$ cat src/rtl/apb_fabric.sv
`default_nettype none
// ============================================================================
//  Module      : apb_fabric
//  Description : Single-master APB interconnect. It decodes the master
//                address against per-slot BASE/MASK windows, sequences the
//                selected slave through its setup and access phases, and
//                returns a registered response to the master. An address
//                that matches no slot gets an immediate error response.
//                Optional feature: define APB_FABRIC_TIMEOUT_EN to bound the
//                slave access phase to TIMEOUT cycles, after which the
//                access ends with a forced error.
//  Revision    : 1.0 - initial release
// ============================================================================
module apb_fabric #(
    parameter int ADDR_WIDTH = 32,
    parameter int DATA_WIDTH = 32,
    parameter int NSLAVES    = 4,
    // Slot 0 is the rightmost (least significant) word of each vector.
    parameter logic [NSLAVES*ADDR_WIDTH-1:0] BASE =
        {32'h8000_0000, 32'h2000_0000, 32'h1000_0000, 32'h0000_0000},
    parameter logic [NSLAVES*ADDR_WIDTH-1:0] MASK =
        {32'h8000_0000, 32'hFFFF_0000, 32'hF000_0000, 32'hF000_0000},
    parameter int TIMEOUT    = 255
) (
    input  logic                          clk,
    input  logic                          rst,
    input  logic [ADDR_WIDTH-1:0]         paddr,
    input  logic [DATA_WIDTH-1:0]         pdata,
    input  logic                          psel,
    input  logic                          penable,
    input  logic                          pwrite,
    input  logic [3:0]                    pstb,
    output logic [DATA_WIDTH-1:0]         prdata,
    output logic                          pready,
    output logic                          perr,
    output logic [NSLAVES-1:0]            s_sel,
    output logic [NSLAVES-1:0]            s_enable,
    input  logic [NSLAVES*DATA_WIDTH-1:0] s_rdata,
    input  logic [NSLAVES-1:0]            s_ready,
    input  logic [NSLAVES-1:0]            s_perr
);

    localparam int IDXW = (NSLAVES > 1) ? $clog2(NSLAVES) : 1;

    localparam logic [2:0] S_IDLE    = 3'd0;
    localparam logic [2:0] S_SSETUP  = 3'd1;
    localparam logic [2:0] S_SACCESS = 3'd2;
    localparam logic [2:0] S_RESP    = 3'd3;
    localparam logic [2:0] S_DERR    = 3'd4;

    logic [2:0]            r_state;
    logic [IDXW-1:0]       r_idx;
    logic [NSLAVES-1:0]    r_sel;
    logic [NSLAVES-1:0]    r_enable;
    logic [DATA_WIDTH-1:0] r_prdata;
    logic                  r_pready;
    logic                  r_perr;

    logic                  w_hit;
    logic [IDXW-1:0]       w_hit_idx;
    logic [NSLAVES-1:0]    w_hit_onehot;
    logic [NSLAVES-1:0]    w_idx_onehot;
    logic [DATA_WIDTH-1:0] w_slv_rdata;
    logic                  w_slv_ready;
    logic                  w_slv_err;

`ifdef APB_FABRIC_TIMEOUT_EN
    localparam int CNTW = (TIMEOUT > 1) ? $clog2(TIMEOUT) : 1;
    logic [CNTW-1:0]       r_cnt;
`else
    // Without the timeout feature the limit has no effect.
    localparam int c_timeout_unused = TIMEOUT;
`endif

    // Write data, strobes and direction reach the slaves outside this block.
    logic w_unused_passthru;
    assign w_unused_passthru = ^{pdata, pwrite, pstb};

    // Address decode: scan from the top so the lowest matching slot wins.
    always_comb begin
        w_hit     = 1'b0;
        w_hit_idx = '0;
        for (int i = NSLAVES - 1; i >= 0; i--) begin
            if ((paddr & MASK[i*ADDR_WIDTH +: ADDR_WIDTH]) ==
                (BASE[i*ADDR_WIDTH +: ADDR_WIDTH] & MASK[i*ADDR_WIDTH +: ADDR_WIDTH])) begin
                w_hit     = 1'b1;
                w_hit_idx = i[IDXW-1:0];
            end
        end
    end

    assign w_hit_onehot = NSLAVES'(1) << w_hit_idx;
    assign w_idx_onehot = NSLAVES'(1) << r_idx;

    // Only the latched slot's response is ever looked at.
    assign w_slv_rdata = s_rdata[int'(r_idx)*DATA_WIDTH +: DATA_WIDTH];
    assign w_slv_ready = s_ready[r_idx];
    assign w_slv_err   = s_perr[r_idx];

    // Transfer sequencer; every master and slave output is a register.
    always_ff @(posedge clk or posedge rst) begin
        if (rst) begin
            r_state  <= S_IDLE;
            r_idx    <= '0;
            r_sel    <= '0;
            r_enable <= '0;
            r_prdata <= '0;
            r_pready <= 1'b0;
            r_perr   <= 1'b0;
`ifdef APB_FABRIC_TIMEOUT_EN
            r_cnt    <= '0;
`endif
        end else begin
            case (r_state)
                S_IDLE: begin
                    if (psel && !penable) begin
                        r_idx <= w_hit_idx;
                        if (w_hit) begin
                            r_state <= S_SSETUP;
                            r_sel   <= w_hit_onehot;
                        end else begin
                            r_state  <= S_DERR;
                            r_pready <= 1'b1;
                            r_perr   <= 1'b1;
                        end
                    end
                end
                S_SSETUP: begin
                    if (!psel) begin
                        r_state <= S_IDLE;
                        r_sel   <= '0;
                    end else begin
                        r_state  <= S_SACCESS;
                        r_enable <= w_idx_onehot;
`ifdef APB_FABRIC_TIMEOUT_EN
                        r_cnt    <= '0;
`endif
                    end
                end
                S_SACCESS: begin
                    if (!psel) begin
                        // Master walked away: drop the slave, no response.
                        r_state  <= S_IDLE;
                        r_sel    <= '0;
                        r_enable <= '0;
                    end else if (w_slv_ready) begin
                        r_state  <= S_RESP;
                        r_sel    <= '0;
                        r_enable <= '0;
                        r_pready <= 1'b1;
                        r_prdata <= w_slv_rdata;
                        r_perr   <= w_slv_err;
                    end
`ifdef APB_FABRIC_TIMEOUT_EN
                    else if (r_cnt == CNTW'(TIMEOUT - 1)) begin
                        r_state  <= S_RESP;
                        r_sel    <= '0;
                        r_enable <= '0;
                        r_pready <= 1'b1;
                        r_prdata <= '0;
                        r_perr   <= 1'b1;
                    end else begin
                        r_cnt <= r_cnt + CNTW'(1);
                    end
`endif
                end
                S_RESP, S_DERR: begin
                    r_state  <= S_IDLE;
                    r_pready <= 1'b0;
                    r_perr   <= 1'b0;
                    r_prdata <= '0;
                end
                default: begin
                    r_state  <= S_IDLE;
                    r_sel    <= '0;
                    r_enable <= '0;
                    r_pready <= 1'b0;
                    r_perr   <= 1'b0;
                    r_prdata <= '0;
                end
            endcase
        end
    end

    assign prdata   = r_prdata;
    assign pready   = r_pready;
    assign perr     = r_perr;
    assign s_sel    = r_sel;
    assign s_enable = r_enable;

endmodule
`default_nettype wire

$ cat config.mk
export PLATFORM = sky130hd
export DESIGN_NAME = apb_fabric
export DESIGN_NICKNAME = d
export VERILOG_FILES = /design/src/rtl/apb_fabric.sv
export SDC_FILE = /design/constraint.sdc
export NUM_CORES = 1
export LEC_CHECK = 0
export ABC_AREA = 1
export BUFFER_PORTS_ARGS = -buffer_cell sky130_fd_sc_hd__buf_2
export CAP_MARGIN = 20
export CORE_AREA = 2 2 97 99
export CTS_CLUSTER_DIAMETER = 150
export DETAILED_ROUTE_END_ITERATION = 10
export DIE_AREA = 0 0 99 101
export HOLD_SLACK_MARGIN = 0.1
export PLACE_DENSITY = 0.78
export SLEW_MARGIN = 10
export SYNTH_ARGS = -nofsm -noshare
export SYNTH_HDL_FRONTEND = slang
export SYNTH_SLANG_ARGS = --single-unit
$ cat constraint.sdc
create_clock -name clk -period 2.25 [get_ports clk]
set_input_delay 0.45 -clock clk [delete_from_list [all_inputs] [get_ports clk]]
set_output_delay 0.45 -clock clk [all_outputs]
set_load 0.01 [all_outputs]
==> Word level (Yosys, flattened, before mapping) <==
Index checks and enable logic that the tools add are counted.
{ "totals": {"regBits": 47, "out_inout_bits": 42, "word_cells": 79} }
{ "classes": {"order_cmp": 1, "n_eq_ne": 14, "shifts": 3, "n_mux": 37, "bitwise": 4, "reduce_logical": 13} }
{ "op_table": {"columns": ["operator", "count"], "rows": [
  ["$shiftx A128 B8 Y32", 1],
  ["$mux W32", 2],
  ["$pmux W32 S2", 1],
  ["$logic_not A32 Y1", 1],
  ["$mux W4", 6],
  ["$eq A16 B14 Y1 const B", 1],
  ["$pmux W4 S4", 1],
  ["$ne A2 B2 Y1 const B", 7],
  ["$mux W1", 12],
  ["$mux W3", 4],
  ["$pmux W4 S3", 1],
  ["$mux W2", 5],
  ["$reduce_and A5 Y1", 2],
  ["$pmux W3 S3", 1],
  ["$shl A1 B2 Y4 const A", 2],
  ["$eq A3 B2 Y1 const B", 2],
  ["$pmux W1 S3", 2],
  ["$reduce_and A3 Y1", 2],
  ["$bmux W1 S2", 2],
  ["$eq A4 B1 Y1 const B", 1],
  ["$not A1 Y1", 4],
  ["$reduce_and A2 Y1", 2],
  ["$reduce_or A2 Y1", 2],
  ["$eq A3 B1 Y1 const B", 1],
  ["7 further kinds", 7]
]} }

==> Depth between registers and ports, before layout <==
Gate-level depths: netlist of the first run.
{ "depth": {"word_depth": 8, "mapped_depth": 11, "mapped_depth_nobuf": 10} }

==> Worst setup path after synthesis of the first run <==
Ideal clock, no wire load.
{ "synth_timing": {"path_kind": "register -> register", "startpoint": "reg r_idx[0]", "endpoint": "reg r_sel[0] (netlist: s_sel[0])", "setup_ps": 118, "arrival_ps": 1221, "required_time_ps": 2132, "slack_ps": 911, "path_stages_with_launch": 12, "synth_period_minus_slack_ps": 1339, "path_cell_list": "dfrtp_1 buf_6 inv_4 nand2_1 nand2_1 nand2_2 nand3_2 nand2_2 nor2_4 nand2_2 nand2_1 nand2_1"} }
{ "synth_via": {"elab_chain_len": 4} }
{ "synth_rtl": {"columns": ["element", "line_no", "text"], "rows": [
  ["from (decl)", "52", "logic [IDXW-1:0] r_idx;"],
  ["from (signal assigned)", "117", "r_idx <= w_hit_idx;"],
  ["$bmux W1 S2", "97", "assign w_slv_ready = s_ready[r_idx];"],
  ["$mux W1 (not written as such)", "97", null],
  ["$ne A3 B3 Y1 (no source line)", null, null],
  ["$reduce_and A5 Y1 (no source line)", null, null],
  ["to (signal assigned)", "120", "r_sel <= w_hit_onehot;"],
  ["to (decl)", "53", "logic [NSLAVES-1:0] r_sel;"]
]} }
Every way passes these cells. The select of a mux whose other input is x is not followed.
A chain may end at the register's enable or synchronous reset.

==> Final worst setup path of the first run <==
{ "layout_timing": {"startpoint": "reg r_idx[0]", "endpoint": "reg r_prdata[19] (netlist: prdata[19])"} }
{ "layout_via": {"elab_chain_len": 4, "word_cells_on_any_way": 8} }
{ "layout_rtl": {"columns": ["element", "line_no", "text"], "rows": [
  ["$shiftx A128 B8 Y32 or $bmux W1 S2 (tied branches)", "96, 97", null],
  ["$mux W32 or $mux W1 (tied branches)", "146, 97", null],
  ["$mux W32 or $ne A2 B2 Y1 (tied branches)", null, null],
  ["$pmux W32 S2 or $reduce_and A3 Y1 (tied branches)", null, null],
  ["to (signal assigned)", "151", "r_prdata <= w_slv_rdata;"],
  ["to (decl)", "55", "logic [DATA_WIDTH-1:0] r_prdata;"]
]} }
Parallel ways exist; a longest one is shown, timed or not. The select of a mux whose other input is x is not followed.

==> impl_results.md, run 1 <==
- # H-tree levels: 2
- GRT Util Overall: 0.183
- Initial antenna violation count: 0
- Die height: between 100 and 150 um
- Mapped Cells: 449
- Post-synth net total: around 660
- Reg2Reg Capture Point: prdata[19]$_DFFE_PP0P_
- Hold crit path type: in2async
- Synthesized area: 3170 sq um
- Worst VDD drop: about 0.74 mV
- Final net count: ~850
- Sequential-to-total area share from yosys stat: 0.372
- Post-route DRC: 0
- HPWL Detailed: about 7300 um
- Initial Util: 0.353
- Avg Cell Area, Syn: ~7.1 sq um
- Clk_lat worst skew: ~300 ps
- # setup viols final: 0
- GRT overflow: 0
- RD Place Congestion: 0.851
- IO Pins: 251
- CP max FO: 25
- DR iter-0 viols: approximately 120
- Routed WL: around 9500 um
- Critical Path End Type: register
- First-pass GRT wire length: about 15000 um
- Setup slack, reg-to-reg: between 400 and 500 ps
- Root buf cell: clkbuf_8
- Commonest non-fill, non-tap cell in the layout: nand2_1
- Post-synth cell types: 26
- WS Path Type: reg2reg
- Register-to-Register Path Depth: 7
- Fmax achieved: about 550 MHz
- Post-CTS Setup Bufs: 0
- Fill cells: 879
- CTS Buffer Depth: 2
- Type of origin of the critical path: register
- Hold Buf Count CTS: 0
- PwrDens: 1170 nW/um^2
- Most frequent cells in the layout: 243 x nand2_1, 197 x buf_2, 47 x dfrtp_1
- Synth warn: 0
- Rel. slew slack: 0.622
- Row cnt: 35
- Final Hold Vio Count: 0
- Total core area: about 9000 sq um
- Vias in the first global route: approximately 3400
- Skew final: 10.7 ps
- RSZ-0062 raised after global routing: false
- Antenna Nets Post-Route: 0
- Max Transition Viols Final: 0
- Largest net degree at the start of global routing: 37
- RR Startpoint: r_idx[0]$_DFFE_PP0P_
- Via Count: about 3600
- Clock slew at reported path FFs: about 90 ps
- Slew @ Worst Pin: 567 ps
- Die area: around 10000 sq um
- Via density: roughly 4.8
- Static leakage power: between 2 and 2.5 nW
- Maxcap violations: 0
- Port bufs: just under 200
- Yosys reg bits: 47
- Total CTS buffers: 5
- Die Wd: around 99 um
- Syn-to-layout area delta: 37.4%
- Antenna diodes: 0
- WL/cell: roughly 13 um
- Required time worst endpoint: 2430 ps
- DR pass1 iterations: 4
- Final period util: 0.814
- TritonCTS clock tree: yes
- PostCTS Resize Cnt: 0
- Status: complete, no violations
- Min Tclk post-route: approximately 1800 ps
- Setup TNS: 0 ps
- Placed cell areas: around 4200 sq um
- Fin area: about 4400 sq um
- WP data arrival: roughly 2000 ps
- Layout cells sized above 1: 0.422
- CTS Sinks: 47
area by class of cell:
class,instances,area (sq um),share of cell area
Tap cell,111,139,0.0319
Clock buffer,6,82.6,0.0190
Inverter,15,58.8,0.0135
Clock inverter,2,35.0,0.00805
Timing Repair Buffer,205,1110,0.255
Sequential cell,47,1180,0.270
Multi-Input combinational cell,365,1750,0.402
report_power, final:
group	switching [mW]	leakage (nW)	internal, mW
Sequential	0.213	0.640	1.15
Combinational	1.98	1.64	1.11
Clock	0.284	0.0612	0.360
through the flow:
step / power [mW] / worst slack (ps) / cells / hold WS [ps] / utilization
floorplan: 3.65 / 684 / 449 / 506 / -
global route: 5.56 / 295 / 751 / 241 / 0.485
CTS: 5.16 / 417 / 751 / 216 / 0.485
detailed placement: 4.48 / 438 / 743 / 460 / 0.471
global placement: 4.40 / 478 / 743 / 456 / 0.471
finish: 5.10 / 420 / 751 / 208 / 0.485
routing by layer:
layer,vias up,global-route usage,share of wire
met3,21,0.0326,0.063
met2,140,0.326,0.49
li1,1831,-,-
met1,1646,0.223,0.42
met4,0,0.0590,0.020
met5,-,0,0
cells by family (layout without fill, tap and decap cells):
logic type,after synthesis,after routing,synth area share
and+or+nand+nor,326,326,0.452
AOI/OAI and AO/OA,39,39,0.101
buffers and inverters,37,228,0.0755
DFF,47,47,0.372
registers in the layout, summed over array words and instances, names as in the netlist:
register and flops:
r_state 3, prdata 32, s_sel 4, s_enable 4
perr 1, r_idx 2, pready 1
critical path, cell delays in order (launching register included):
cell and delay (ps):
dfrtp_1 530, nand2_1 120, clkinv_1 390, buf_12 330, nand2_1 70, nand4_1 100, nand2_1 100, o21ai_2 60
cell usage after synthesis (all sizes together):
master | n | area [sq um]
nand4 | 38 | 238
nor3 | 1 | 10.0
nand3 | 12 | 82.6
inv | 14 | 55.1
nor2 | 24 | 136
a21oi | 3 | 18.8
clkinv | 1 | 3.75
o21ai | 35 | 295
buf | 22 | 180
dfrtp | 47 | 1180
nor3b | 1 | 7.51
nand2 | 250 | 956
a31oi | 1 | 6.26
worst max path at each step:
stage / start / end / slack (ps)
after global routing: r_idx[0]$_DFFE_PP0P_ / prdata[19]$_DFFE_PP0P_ / 300
after floorplan: rst / perr$_DFFE_PP0P_ / 680
after global placement: r_idx[0]$_DFFE_PP0P_ / prdata[19]$_DFFE_PP0P_ / 480
after detailed placement: r_idx[0]$_DFFE_PP0P_ / prdata[19]$_DFFE_PP0P_ / 440
final: r_idx[0]$_DFFE_PP0P_ / prdata[19]$_DFFE_PP0P_ / 420
after CTS: r_idx[0]$_DFFE_PP0P_ / prdata[19]$_DFFE_PP0P_ / 420
Note: power is estimated with default switching activity, not from simulation.
==> run 2: changes to the inputs <==
Settings changed: ABC_AREA 1 to 0, CORE_AREA 2 2 97 99 to 2 2 96 98, DIE_AREA 0 0 99 101 to 0 0 98 100, PLACE_DENSITY 0.78 to 0.75.
Clock period 2.25 ns to 1.7 ns, I/O delays scaled along.
==> impl_results.md, run 2 <==
- Layout cells sized above 1: 0.663
- Root buf cell: clkbuf_8
- CP peak stage delay: between 500 and 600 ps
- Synth cell count leaders: 47 x dfrtp_1, 34 x mux4_2, 33 x a22o_1, 10 x buf_2, 9 x clkbuf_1
- Skew final: approximately 9.5 ps
- Post-route DRC: 0
- Comb pwr share: 0.474
- HP Start: paddr[28]
- Die height: about 100 um
- Clk_lat worst skew: 290 ps
- PwrDens: about 1000 nW/um^2
- TritonCTS clock tree: yes
- IO Pins: ~250
- Fmax achieved: between 500 and 600 MHz
- CTS Sinks: 47
- Cell family with most CP delay: multiplexers
- CP max FO: 8
- Power share of the clock group: 0.159
- Min Tclk post-route: between 1500 and 2000 ps
- EDFF count, synth: 0
- Setup slack, reg-to-reg: -60 ps
- Hold Path Stages: 3
- Avg Cell Area, Syn: around 14 sq um
- FFs w/ async S/R, synth: 1.00
- Initial Util: 0.309
- # H-tree levels: 2
- Die Wd: between 90 and 100 um
- Sw Share: 0.330
- Fin area: 4250 sq um
- Sequential-to-total area share from yosys stat: 0.428
- Final net count: 621
- Synth Flop Type: dfrtp_1
- Initial antenna violation count: 1
- RD Place Congestion: roughly 0.85
- WS Path Type: reg2reg
- Synthesized area: between 2000 and 3000 sq um
- CTS Buffer Depth: 2
- # setup viols final: 33
- Hold crit path type: in2reg
- Critical Path Start: r_idx[0]$_DFFE_PP0P_
- Crit path buf inv count: 3
- Required time worst endpoint: 1930 ps
- Slowest library cell on the worst path: mux4_2
- Via Count: roughly 2800
- Register-to-Register Path Depth: 6
- Int Power: between 2 and 3 mW
- Most frequent cell after synthesis: dfrtp_1
- Rel. slew slack: 0.668
- Die area: approximately 9800 sq um
- Most frequent cells in the layout: 197 x buf_2, 45 x dfrtp_1, 34 x mux4_2
- Slew @ Worst Pin: between 400 and 500 ps
- Hold worst-path end: s_sel[1]$_DFFE_PP0P_
- Worst VDD drop: between 0.3 and 0.4 mV
- Clock slew at reported path FFs: about 90 ps
- Port bufs: around 200
- Reg2Reg Capture Point: prdata[7]$_DFFE_PP0P_
- Maxcap violations: 0
- Mapped Cells: around 200
- Post-synth net total: between 400 and 500
- RR Startpoint: r_idx[0]$_DFFE_PP0P_
- Via density: about 5.4
- WL/cell: about 17 um
- CP cell instances: mux4_2 > buf_6 > a31oi_4 > buf_12 > clkbuf_16 > a22o_1
- Total CTS buffers: 5
- Final period util: 1.04
- Critical Path End Type: register
- Type of origin of the critical path: register
- Yosys reg bits: 47
- Post-synth cell types: 38
- DR iter-0 viols: between 50 and 60
- Commonest non-fill, non-tap cell in the layout: buf_2
- Top-area cell type share of the netlist area: 0.428
- RSZ-0062 raised after global routing: true
- Placed cell areas: about 4100 sq um
- Row cnt: 35
- Flop pwr share: 0.368
- Static leakage power: around 2.2 nW
- Vias in the first global route: between 2000 and 3000
- Antenna diodes: 0
- Syn-to-layout area delta: 54.8%
- Final Hold Vio Count: 0
- Number of flip-flops in the largest register: 32
- Failing checks: negative setup slack
- Max Transition Viols Final: 0
- Antenna Nets Post-Route: 0
- Core Util, Final: 0.478
- GRT Util Overall: 0.175
- Fill cells: between 800 and 900
- Status: finished with violations
- Worst setup margin: -63.7 ps
- DR pass1 iterations: 4
- Leading area contributor after synthesis: dfrtp_1
- Synth warn: 0
- GRT overflow: 0
- HPWL Detailed: 6960 um
- Total core area: 8890 sq um
- Largest net degree at the start of global routing: 48
- Psw: roughly 1.4 mW
- Synth area leaders: dfrtp_1 43%, mux4_2 28%, a22o_1 11%
- Routed WL: 9130 um
- WP data arrival: approximately 2000 ps
- First-pass GRT wire length: ~14000 um
[run 2: area by class of cell]
type                            instances  area, sq um  area share
Clock inverter                          1         5.00     0.00118
Inverter                                4         15.0     0.00353
Multi-Input combinational cell        132         1510       0.356
Timing Repair Buffer                  222         1320       0.310
Clock buffer                            6         82.6      0.0194
Sequential cell                        47         1180       0.277
Tap cell                              111          139      0.0327
[run 2: power by group through the flow]
stage	registers, mW	logic (mW)	clock network [mW]
after CTS	1.58	2.01	0.717
after floorplan	1.71	1.06	0
after global routing	1.62	2.20	0.758
after detailed placement	1.60	1.99	0
final	1.58	2.04	0.684
after global placement	1.59	1.94	0
[run 2: per-stage QoR]
step	setup slack (ps)	cells	TNS (ps)	hold WS [ps]	power, mW
floorplan	-2.01	202	-36.0	499	2.77
global placement	-77.2	510	-2220	400	3.53
detailed placement	-110	510	-2870	411	3.59
CTS	-96.9	518	-2480	383	4.30
global route	-117	523	-3460	427	4.57
finish	-63.7	523	-1590	416	4.31
[run 2: how the worst max path moves through the flow]
stage / to / slack, ps / cells past startpoint
3_5_place_dp: perr$_DFFE_PP0P_ / -110 / 5
4_1_cts: prdata[22]$_DFFE_PP0P_ / -100 / 5
5_1_grt: prdata[17]$_DFFE_PP0P_ / -120 / 6
6_report: prdata[7]$_DFFE_PP0P_ / -60 / 6
3_3_place_gp: prdata[14]$_DFFE_PP0P_ / -80 / 6
2_1_floorplan: prdata[1]$_DFFE_PP0P_ / -2 / 5
[run 2: worst reg2reg max path: stages, from the launching register on]
cell and delay [ps]:
dfrtp_2 390, mux4_2 590, buf_6 160, a31oi_4 140, buf_12 140, clkbuf_16 150
a22o_1 140
[run 2: what timing repair did]
action / CTS / global route
gates cloned: 0 / 3
endpoints found under the setup margin: 33 / 37
gates resized for setup: 3 / 2
buffers inserted: 0 / 2
hold buffers: 1 / 0
hold endpoints to repair: 47 / 0
pin swaps: 0 / 28
[run 2: per-layer routing]
layer / part of all wire / up-vias / GRT usage
li1: - / 1264 / -
met1: 0.38 / 1389 / 0.202
met2: 0.53 / 135 / 0.317
met3: 0.077 / 18 / 0.0543
met4: 0.017 / 0 / 0.0438
met5: 0 / - / 0
[run 2: kinds of logic after synthesis]
kind of cell | count (synthesis) | synth area share
and+or+nand+nor | 40 | 0.0829
AOI/OAI and AO/OA | 57 | 0.171
DFF | 47 | 0.428
buffers and inverters | 23 | 0.0360
muxes | 34 | 0.279
xor gates and xnor gates | 1 | 0.00319
